===== config.mk =====
export PLATFORM = sky130hd
export DESIGN_NAME = acc_req_buffer
export DESIGN_NICKNAME = d
export VERILOG_FILES = /design/src/rtl/acc_req_buffer.sv
export SDC_FILE = /design/constraint.sdc
export NUM_CORES = 1
export LEC_CHECK = 0
export CORE_ASPECT_RATIO = 1.75
export CORE_UTILIZATION = 49
export CTS_CLUSTER_DIAMETER = 50
export CTS_CLUSTER_SIZE = 12
export DETAILED_ROUTE_END_ITERATION = 16
export PLACE_DENSITY = 0.91
export RECOVER_POWER = 25
export SLEW_MARGIN = 20
export SYNTH_ARGS = -nofsm -noshare
export SYNTH_HDL_FRONTEND = slang
export SYNTH_SLANG_ARGS = --single-unit

===== constraint.sdc =====
create_clock -name clk_i -period 3.4 [get_ports clk_i]
set_input_delay 0.68 -clock clk_i [delete_from_list [all_inputs] [get_ports clk_i]]
set_output_delay 0.68 -clock clk_i [all_outputs]
set_load 0.02 [all_outputs]

===== src/rtl/acc_req_buffer.sv =====
// Elastic request buffer between an accelerator request source and Ara, with an outstanding cap
// and a drain/flush handshake. Optional stall statistics enabled by ACC_REQ_BUFFER_STATS_EN.
module acc_req_buffer #(
   parameter int unsigned DEPTH           = 4,
   parameter int unsigned MAX_OUTSTANDING = 8,
   parameter type         accelerator_req_t  = logic [31:0],
   parameter type         accelerator_resp_t = logic [31:0]
) (
   input  logic                                     clk_i,
   input  logic                                     rst_ni,
   input  accelerator_req_t                         acc_req_i,
   input  logic                                     acc_req_valid_i,
   output logic                                     acc_req_ready_o,
   output accelerator_req_t                         acc_req_o,
   output logic                                     acc_req_valid_o,
   input  logic                                     acc_req_ready_i,
   input  accelerator_resp_t                        acc_resp_i,
   input  logic                                     acc_resp_valid_i,
   output logic                                     acc_resp_ready_o,
   output accelerator_resp_t                        acc_resp_o,
   output logic                                     acc_resp_valid_o,
   input  logic                                     flush_i,
   output logic                                     flush_done_o,
   output logic [$clog2(MAX_OUTSTANDING+1)-1:0]     outstanding_o,
   output logic                                     idle_o,
   output logic                                     error_o,
   output logic [31:0]                              stall_cycles_o
);

   localparam int unsigned PtrW = $clog2(DEPTH);
   localparam int unsigned CntW = $clog2(DEPTH + 1);
   localparam int unsigned OutW = $clog2(MAX_OUTSTANDING + 1);
   localparam logic [CntW-1:0] DepthC = CntW'(DEPTH);
   localparam logic [PtrW-1:0] LastPtr = PtrW'(DEPTH - 1);
   localparam logic [OutW-1:0] MaxC = OutW'(MAX_OUTSTANDING);

   typedef enum logic [1:0] {StRun, StDrain, StDone} state_e;

   accelerator_req_t  mem_q [DEPTH];
   logic [PtrW-1:0]   wptr_q, wptr_d, rptr_q, rptr_d;
   logic [CntW-1:0]   cnt_q, cnt_d;
   logic [OutW-1:0]   out_q, out_d;
   state_e            state_q, state_d;
   logic              err_q, err_d;
   accelerator_resp_t resp_q;
   logic              resp_vld_q;
   logic              push, pop;

   assign acc_req_ready_o  = (cnt_q < DepthC) && (state_q == StRun);
   assign acc_req_valid_o  = (cnt_q != '0) && (out_q < MaxC);
   assign acc_req_o        = (cnt_q != '0) ? mem_q[rptr_q] : '0;
   assign push             = acc_req_valid_i && acc_req_ready_o;
   assign pop              = acc_req_valid_o && acc_req_ready_i;
   assign acc_resp_ready_o = 1'b1;
   assign acc_resp_o       = resp_q;
   assign acc_resp_valid_o = resp_vld_q;
   assign flush_done_o     = (state_q == StDone);
   assign outstanding_o    = out_q;
   assign idle_o           = (cnt_q == '0) && (out_q == '0);
   assign error_o          = err_q;

   always_comb begin
      wptr_d  = wptr_q;
      rptr_d  = rptr_q;
      cnt_d   = cnt_q;
      out_d   = out_q;
      err_d   = err_q;
      state_d = state_q;
      if (push) wptr_d = (wptr_q == LastPtr) ? '0 : wptr_q + 1'b1;
      if (pop)  rptr_d = (rptr_q == LastPtr) ? '0 : rptr_q + 1'b1;
      case ({push, pop})
         2'b10:   cnt_d = cnt_q + 1'b1;
         2'b01:   cnt_d = cnt_q - 1'b1;
         default: ;
      endcase
      // A response coinciding with a pop cancels out, even at zero outstanding.
      case ({pop, acc_resp_valid_i})
         2'b10:   out_d = out_q + 1'b1;
         2'b01: begin
            if (out_q == '0) err_d = 1'b1;
            else             out_d = out_q - 1'b1;
         end
         default: ;
      endcase
      // Drain completion looks at next-cycle counts so DONE follows the last response directly.
      case (state_q)
         StRun:   if (flush_i) state_d = StDrain;
         StDrain: if ((cnt_d == '0) && (out_d == '0)) state_d = StDone;
         StDone:  if (!flush_i) state_d = StRun;
         default: state_d = StRun;
      endcase
   end

   always_ff @(posedge clk_i or negedge rst_ni) begin
      if (!rst_ni) begin
         wptr_q     <= '0;
         rptr_q     <= '0;
         cnt_q      <= '0;
         out_q      <= '0;
         err_q      <= 1'b0;
         state_q    <= StRun;
         resp_q     <= '0;
         resp_vld_q <= 1'b0;
      end else begin
         wptr_q     <= wptr_d;
         rptr_q     <= rptr_d;
         cnt_q      <= cnt_d;
         out_q      <= out_d;
         err_q      <= err_d;
         state_q    <= state_d;
         resp_vld_q <= acc_resp_valid_i;
         if (acc_resp_valid_i) resp_q <= acc_resp_i;
      end
   end

   // Storage is deliberately left unreset; occupancy masks stale entries.
   always_ff @(posedge clk_i) begin
      if (push) mem_q[wptr_q] <= acc_req_i;
   end

`ifdef ACC_REQ_BUFFER_STATS_EN
   logic [31:0] stall_q;
   logic        stall_inc;

   assign stall_inc = (acc_req_valid_o && !acc_req_ready_i) ||
                      ((cnt_q != '0) && (out_q == MaxC));

   always_ff @(posedge clk_i or negedge rst_ni) begin
      if (!rst_ni)                          stall_q <= '0;
      else if (stall_inc && (stall_q != '1)) stall_q <= stall_q + 1'b1;
   end

   assign stall_cycles_o = stall_q;
`else
   assign stall_cycles_o = '0;
`endif

endmodule


## Word-level counts from Yosys, hierarchy flattened

Memories as Yosys holds them, arrays and structs flattened.
Index checks and enable logic that the tools add are counted.

| storage, ports and cells | value |
|---|---|
| output and inout port bits | 107 |
| logic and storage cells | 54 |
| register bits | 47 |
| bits of input ports | 70 |
| bits in writable memories | 128 |
| memories kept | 1 |

Memories:

| memory | words | bits a word | rd ports | clocked after memory_dff | wr ports | line | source |
|---|---|---|---|---|---|---|---|
| mem_q | 4 | 32 | 1 | 0 | 1 | 39 | `accelerator_req_t mem_q [DEPTH];` |

| cells by class | value |
|---|---|
| reductions and logical operators | 14 |
| equality and inequality tests | 11 |
| add/subtract/negate cells | 6 |
| magnitude comparators | 2 |
| multiplexer cells | 12 |

Operator list:

| cell | count |
|---|---|
| $mux W32 | 1 |
| $eq A2 B2 Y1 const B | 5 |
| $mux W2 | 5 |
| $logic_not A4 Y1 | 2 |
| $pmux W4 S2 | 1 |
| $eq A2 B1 Y1 const B | 3 |
| $logic_and A1 B1 Y1 | 6 |
| $logic_not A3 Y1 | 2 |
| $ne A2 B2 Y1 const B | 3 |
| $pmux W2 S3 | 1 |
| $pmux W3 S2 | 1 |
| $add A2 B1 Y2 const B | 2 |
| $add A4 B1 Y4 const B | 1 |
| $lt A4 B4 Y1 const B | 1 |
| $mux W4 | 1 |
| $sub A4 B1 Y4 const B | 1 |
| $add A3 B1 Y3 const B | 1 |
| $lt A3 B3 Y1 const B | 1 |
| $reduce_and A3 Y1 | 1 |
| $reduce_bool A3 Y1 | 1 |
| $sub A3 B1 Y3 const B | 1 |
| $logic_not A2 Y1 | 1 |
| $mux W1 | 2 |
| $reduce_and A2 Y1 | 1 |

## Logic depth before layout (Yosys ltp)

Gate-level depths: netlist of the first run.

| depth | value |
|---|---|
| word-level depth | 9 |
| depth in mapped cells | 11 |
| gate-level depth less buffers | 11 |

## Worst setup path after synthesis of the first run

No wires, ideal clock.

| timing | value |
|---|---|
| kind | input to register |
| start point | input port acc_resp_valid_i |
| end point | register state_q[0] |
| slack | 0.702 ns |
| cell stages on the path | 8 |
| arrival | 2.575 ns |
| setup time | 0.123 ns |
| data required time | 3.277 ns |
| buffers on the path | 2 |
| cells stage by stage | clkbuf_1 clkbuf_1 inv_1 ha_1 nand2b_1 o221ai_1 or3_4 o221a_1 |

| on the way | value |
|---|---|
| word-level cells in the longest chain between the ends | 6 |
| elaborated cells between the ends (all ways) | 7 |

RTL lines:

| item | line | source |
|---|---|---|
| start: declaration | 18 | `input logic acc_resp_valid_i,` |
| $eq A2 B1 Y1 / $eq A2 B2 Y1 (equally long branches) | 77 | `case ({pop, acc_resp_valid_i})` |
| $pmux W4 S2 (*) | 77 |  |
| named net out_d[2] | 42 | `logic [OutW-1:0] out_q, out_d;` |
| $logic_not A4 Y1 (*) | 88 | `StDrain: if ((cnt_d == '0) && (out_d == '0)) state_d = StDone;` |
| $logic_and A1 B1 Y1 (*) | 88 |  |
| $ne A2 B2 Y1 (no line) (*) | n/a |  |
| $reduce_and A3 Y1 (no line) (*) | n/a |  |
| end signal: assignment | 101 | `state_q <= StRun;` |
| end signal: assignment | 110 | `state_q <= state_d;` |
| end: declaration | 43 | `state_e state_q, state_d;` |

Mark *: on every way through the listed nets, which the timed path passes. The rest lies on a longest branch.
A chain may end at the register's enable or synchronous reset.

==> qor.yml, run 1 <==
max_freq_ghz: 0.312
yosysSeqAreaShare: 0.696
htree_levels: 4
cts-resized-gates: 0
slew_headroom: 0.353
worstPathRequired_ns: 2.72
io_pins: 177
portBuffers: 143
path_delay_family: "flip-flops"
clkSinkCount: 175
max_cap_violations: 0
cts-root-buf: "clkbuf_16"
synth_cell_types: 41
first_iter_violations: 190
dieHeight_um: 163
path_buf_inv: 1
avgSynthCellArea_um2: 18.0
period_share: 0.943
dieWidth_um: 93.7
hold_buffers: 0
cts.clk_slew.worst_paths_ns: 0.07
cts_tree: "done"
finalSetupViolations: 0
coreArea_um2: 14400
crit_start: "rptr_q[1]"
syn_inst: 401
via_per_inst: 5.26
crit_arrival_ns: 2.53
wirelength_um: 13700
ant_nets: 0
pre_cts_ws_ns: 0.410
ys_ff_latch: 175
synth_enable_flop_cells: 128
clkLatencyLatePin_ns: 0.42
leakage_nw: 3.40
grt_pass1_vias: 4184
critPathMaxFanout: 34
dp.cells: 711
grt_pass1_wl_um: 21300
cp_cell_sequence: "mux4_2, nor2b_1, clkdlybuf4s50_1"
hold_path_class: "in -> async"
worstSetupEndpointType: "output port"
cp-start-kind: "flip-flop"
fin_skew_ns: 0.0116
ir_worst_vdd_mv: 0.474
worst-slew-pin-transition_ns: 0.971
drive_above_1_share: 0.204
final_max_slew_viol_count: 0
synthFlopType: "edfxtp_1"
hold_violations: 0
fin_tns_setup_ns: 0
slowest_stage: "dfrtp_2"
r2r-start: "state_q[0]"
cts_made_buffers: 17
antenna_found_initial: 3
dieArea_um2: 15200
power.density_nw_per_um2: 771
path_class: "reg -> out"
period_needed_ns: 3.21
yosys_warnings: 0
setup_ws_ns: 0.195
rsz0062_at_grt: "false"
start_util: 0.502
vias: 3919
grt_max_degree: 48
area_delta_synth_final_pct: 29.2
final_core_util: 0.649
dp.final_hpwl_um: 9150
clk_path_buf_depth: 2
place_congestion: 0.826
wl_per_cell_um: 18.4
nFillCells: 987
final_cells: 745
status: "finished, final reports clean"
drc_errors: 0
postSynth.asyncResetShare: 0.269
fp-row-count: 58
worst_path_largest_cell_delay_ns: 0.92
post-cts-setup-buffers: 0
layout.nets: 631
p_total_mw: 7.19
gr-total-overflow: 0
grtUsageTotal: 0.191
first_pass_iters: 6
synth_area_um2: 7220
-- cell families after synthesis --
group | Yosys count | synth area share
flops | 175 | 0.696
xor+xnor | 2 | 0.00243
other cells | 2 | 0.00104
buf+inv | 60 | 0.0492
simple gates | 67 | 0.0569
mux | 70 | 0.159
compound gates | 14 | 0.0160
fa+ha+maj | 11 | 0.0201
-- layout make-up --
class,count,area (um2),share of cell area
sequential,175,5020,0.539
multi-input combinational,197,1970,0.211
timing repair buffer,147,1470,0.158
clock buffer,18,450,0.0483
tap,180,225,0.0242
clock inverter,14,140,0.0150
inverter,12,45.0,0.00483
antenna,2,5.00,0.000537
-- registers in the layout (all words and copies together), names as in the netlist --
signal / count
acc_resp_valid_o: 1
acc_resp_o: 32
wptr_q: 2
state_q: 2
rptr_q: 2
error_o: 1
outstanding_o: 4
mem_q: 128
cnt_q: 3
-- final timing paths --
check,to,slack (ns),cells past startpoint
max,acc_req_o[2],0.19,3
min reg2reg,error_o,0.50,1
min,acc_resp_o[3],0.42,1
max in group asynchronous,rptr_q[0],2.31,1
max reg2reg,state_q[0],0.72,9
min in group clk_i,error_o,0.50,1
-- metal layers --
| metal | vias up | part of all wire | global-route usage |
|---|---|---|---|
| li1 | 1750 | - | - |
| met1 | 1972 | 0.36 | 0.204 |
| met2 | 177 | 0.56 | 0.348 |
| met3 | 18 | 0.068 | 0.0560 |
| met4 | 2 | 0.013 | 0.0692 |
| met5 | - | 0.00095 | 0 |
-- cells in the final DEF (no fill, tap or decap), types with 2 or more instances in the layout --
master,Yosys,routed
a21o_1,3,3
and3_2,0,4
buf_4,33,3
clkbuf_16,0,18
clkdlybuf4s50_1,0,114
clkinv_8,0,2
conb_1,2,33
dfrtp_1,47,45
dfrtp_2,0,2
diode_2,0,2
dlygate4sd3_1,0,28
edfxtp_1,128,128
ha_1,10,10
inv_1,12,12
inv_6,0,4
inv_8,0,4
mux2_1,2,2
mux2_2,33,33
mux2i_1,3,3
mux4_2,32,32
nand2_1,7,7
nand3_1,2,2
nand3b_1,2,2
nor2_1,4,4
nor2b_1,34,34
nor3_1,5,5
o21ai_0,3,3
-- worst reg2reg max path, cell delays in order (launching register included) --
cell and delay [ns]:
dfrtp_1 0.43, nor3_1 0.48, nand2_1 0.25, ha_1 0.29, inv_1 0.08, fa_1 0.18, xor2_1 0.29, nor2_1 0.09
nand4b_1 0.23, o221a_1 0.25
-- where the power goes --
| group | total [mW] | switching [mW] | leakage, nW | internal [mW] |
|---|---|---|---|---|
| clock | 1.88 | 0.857 | 0.291 | 1.02 |
| combinational | 2.60 | 1.28 | 1.40 | 1.33 |
| sequential | 2.71 | 0.220 | 1.71 | 2.49 |
-- synthesized netlist by cell type (2+ instances only) --
cell | n | area (um2)
nand3b_1 | 2 | 15.0
a21o_1 | 3 | 22.5
buf_4 | 33 | 248
nand3_1 | 2 | 10.0
nor2b_1 | 34 | 213
mux2i_1 | 3 | 30.0
mux2_2 | 33 | 372
edfxtp_1 | 128 | 3840
clkbuf_1 | 10 | 37.5
mux2_1 | 2 | 22.5
inv_1 | 12 | 45.0
buf_2 | 5 | 25.0
nor3_1 | 5 | 25.0
conb_1 | 2 | 7.51
o21ai_0 | 3 | 15.0
nand2_1 | 7 | 26.3
ha_1 | 10 | 125
and3_1 | 4 | 25.0
mux4_2 | 32 | 721
nor2_1 | 4 | 15.0
dfrtp_1 | 47 | 1180
-- per-stage QoR --
stage,area (um2),hold slack [ns]
after floorplan,7330,0.384
after global placement,8730,0.440
after detailed placement,8730,0.479
after CTS,9320,0.447
after global routing,9320,0.483
final,9330,0.418
No activity file was read; power rests on OpenSTA's default activity.
==> inputs of run 2 (changes only) <==
Settings changed: CORE_UTILIZATION 49 to 35, PLACE_DENSITY 0.91 to 0.72, SKIP_LAST_GASP set to 1.
==> run 2 against run 1 <==
Effect of this change:
- the flow now finishes with violations (max-capacitance violations, max-slew violations)
- via count grew 0.51%
- clock-buffer cell count up 2
- routed wire length up 9.0%
- critical endpoint is now acc_req_o[8]
- largest cell class unchanged
==> qor.yml, run 2 (synthesis results as in run 1) <==
r2r-start: "cnt_q[0]"  # was state_q[0]
clkPwrFrac: 0.250  # was 0.261
p_total_mw: 7.13  # was 7.19 mW
worst-slew-pin-transition_ns: 1.59  # was 0.971 ns
clkSinkCount: 175  # unchanged
violations: "max-capacitance violations, max-slew violations"
seqPwrFrac: 0.384  # was 0.377
grtUsageTotal: 0.149  # was 0.191
wl_per_cell_um: 18.3  # was 18.4 um
via_per_inst: 4.82  # was 5.26
min_delay_path_depth: 1
slew_headroom: -0.0619  # was 0.353
status: "complete, but fails checks"  # was finished, final reports clean
post-cts-setup-buffers: 0  # unchanged
hold_violations: 0  # unchanged
coreArea_um2: 20300  # was 14400 um2
pwr-share-comb: 0.366  # was 0.362
vias: 3939  # was 3919
max_freq_ghz: 0.312  # about the same
cts-resized-gates: 0  # unchanged
worst_path_largest_cell_delay_ns: 0.61  # was 0.92 ns
dieArea_um2: 21200  # was 15200 um2
power.density_nw_per_um2: 758  # was 771 nW/um2
period_share: 0.944  # was 0.943
grt_max_degree: 35  # was 48
antenna_found_initial: 1  # was 3
antennaDiodeCount: 0  # was 2
slowest_stage: "dfrtp_2"  # unchanged
area_delta_synth_final_pct: 30.4  # was 29.2%
cts_made_buffers: 17  # unchanged
period_needed_ns: 3.21  # about the same
place_congestion: 0.782  # was 0.826
path_class: "reg -> out"  # unchanged
cp_cell_sequence: "buf_12, mux4_2, nor2b_1, clkdlybuf4s50_1"  # was mux4_2, nor2b_1, clkdlybuf4s50_1
whs_ns: 0.481  # was 0.418 ns
cts-root-buf: "clkbuf_16"  # unchanged
dp.cells: 787  # was 711
switchingPower_mw: 2.30  # was 2.35 mW
swShare: 0.322  # was 0.327
nFillCells: 1748  # was 987
first_pass_iters: 4  # was 6
finalInstanceArea_um2: 9410  # was 9330 um2
final_max_slew_viol_count: 32  # was 0
cts_tree: "done"  # unchanged
layout.nets: 639  # was 631
dieHeight_um: 192  # was 163 um
fin_tns_setup_ns: 0  # unchanged
rsz0062_at_grt: "false"  # unchanged
clkLatencyLatePin_ns: 0.43  # was 0.42 ns
gr-total-overflow: 0  # unchanged
max_cap_violations: 1  # was 0
ir_worst_vdd_mv: 0.441  # was 0.474 mV
drc_errors: 0  # unchanged
dpl_cell_area_um2: 8890  # was 8730 um2
largest_register_ffs: 128  # unchanged
rr_worst_depth: 9  # unchanged
dieWidth_um: 111  # was 93.7 um
drive_above_1_share: 0.200  # was 0.204
first_iter_violations: 99  # was 190
portBuffers: 143  # unchanged
final_cells: 818  # was 745
cts.clk_slew.worst_paths_ns: 0.06  # was 0.07 ns
grt_pass1_vias: 4214  # was 4184
hold_buffers: 0  # unchanged
top_register: "mem_q"  # unchanged
fin_skew_ns: 0.00973  # was 0.0116 ns
crit_arrival_ns: 2.53  # about the same
worstPathRequired_ns: 2.72  # about the same
worstSetupEndpointType: "output port"  # unchanged
cp-start-kind: "flip-flop"  # unchanged
final_common_cell: "edfxtp_1"  # unchanged
final_cell_mix: "edfxtp_1 (128), clkdlybuf4s50_1 (125), dfrtp_1 (45), nor2b_1 (34)"  # was edfxtp_1 (128), clkdlybuf4s50_1 (114), dfrtp_1 (45), nor2b_1 (34)
ant_nets: 0  # unchanged
start_util: 0.356  # was 0.502
hold_path_class: "reg -> reg"  # was in -> async
fp-row-count: 69  # was 58
clk_path_buf_depth: 2  # unchanged
dp.final_hpwl_um: 10300  # was 9150 um
crit_start: "rptr_q[0]"  # was rptr_q[1]
p_int_mw: 4.84  # was 4.83 mW
critPathMaxFanout: 17  # was 34
leakage_nw: 3.39  # was 3.40 nW
wirelength_um: 14900  # was 13700 um
io_pins: 177  # unchanged
grt_pass1_wl_um: 23400  # was 21300 um
finalSetupViolations: 0  # unchanged
min-delay-start: "error_o"
htree_levels: 4  # unchanged
[run 2: cell types whose count changed in the layout (fill, tap and decap cells not counted), sizes merged]
cell           delta
clkinvlp          +3
clkdlybuf4s50    +11
inv               -8
clkinv            +1
clkbuf            +5
buf               +5
bufinv            +1
diode             -2
dlygate4sd3      -11
[run 2: stage by stage]
stage | util | worst slack (ns)
finish | 0.464 | 0.191
global route | 0.464 | 0.0270
CTS | 0.464 | 0.0252
detailed placement | 0.438 | 0.453
global placement | 0.438 | 0.494
floorplan | - | 0.702
[run 2: worst paths after layout]
check	slack [ns]	end
min in group asynchronous	0.65	outstanding_o[0]
setup / recovery	0.19	acc_req_o[8]
hold reg to reg	0.48	error_o
setup reg to reg	0.82	state_q[0]
max in group asynchronous	1.61	rptr_q[1]
hold / removal	0.48	error_o
[run 2: layer usage]
| layer | global-route usage | wire, um | vias to the layer above | part of all wire |
|---|---|---|---|---|
| met3 | 0.0476 | 878 | 22 | 0.059 |
| met1 | 0.150 | 5550 | 1978 | 0.37 |
| met5 | 0 | 13 | - | 0.00087 |
| met2 | 0.279 | 8140 | 177 | 0.54 |
| li1 | - | - | 1760 | - |
| met4 | 0.0631 | 363 | 2 | 0.024 |
[run 2: area by class of cell]
cell class              instances  area (um2)  area share
clock buffers                  20         437      0.0464
clock inverters                11        92.6     0.00984
inverters                      12        45.0     0.00479
multi-input cells             197        1970       0.209
flip-flops and latches        175        5020       0.534
well taps                     248         310      0.0330
repair buffers                155        1530       0.163
[run 2: power groups by stage]
stage               registers, mW  logic [mW]  clock network [mW]
finish                       2.74        2.61                1.78
global route                 2.78        2.81                1.91
CTS                          2.75        2.67                1.83
detailed placement           2.79        2.65                   0
global placement             2.78        2.61                   0
floorplan                    2.70        1.62                   0
[run 2: critical path: cells and delay by family, from the launching register on]
family        cells  cell delay [ns]
buf+inv           2             0.82
flops             1             0.61
mux               1             0.51
simple gates      1             0.16
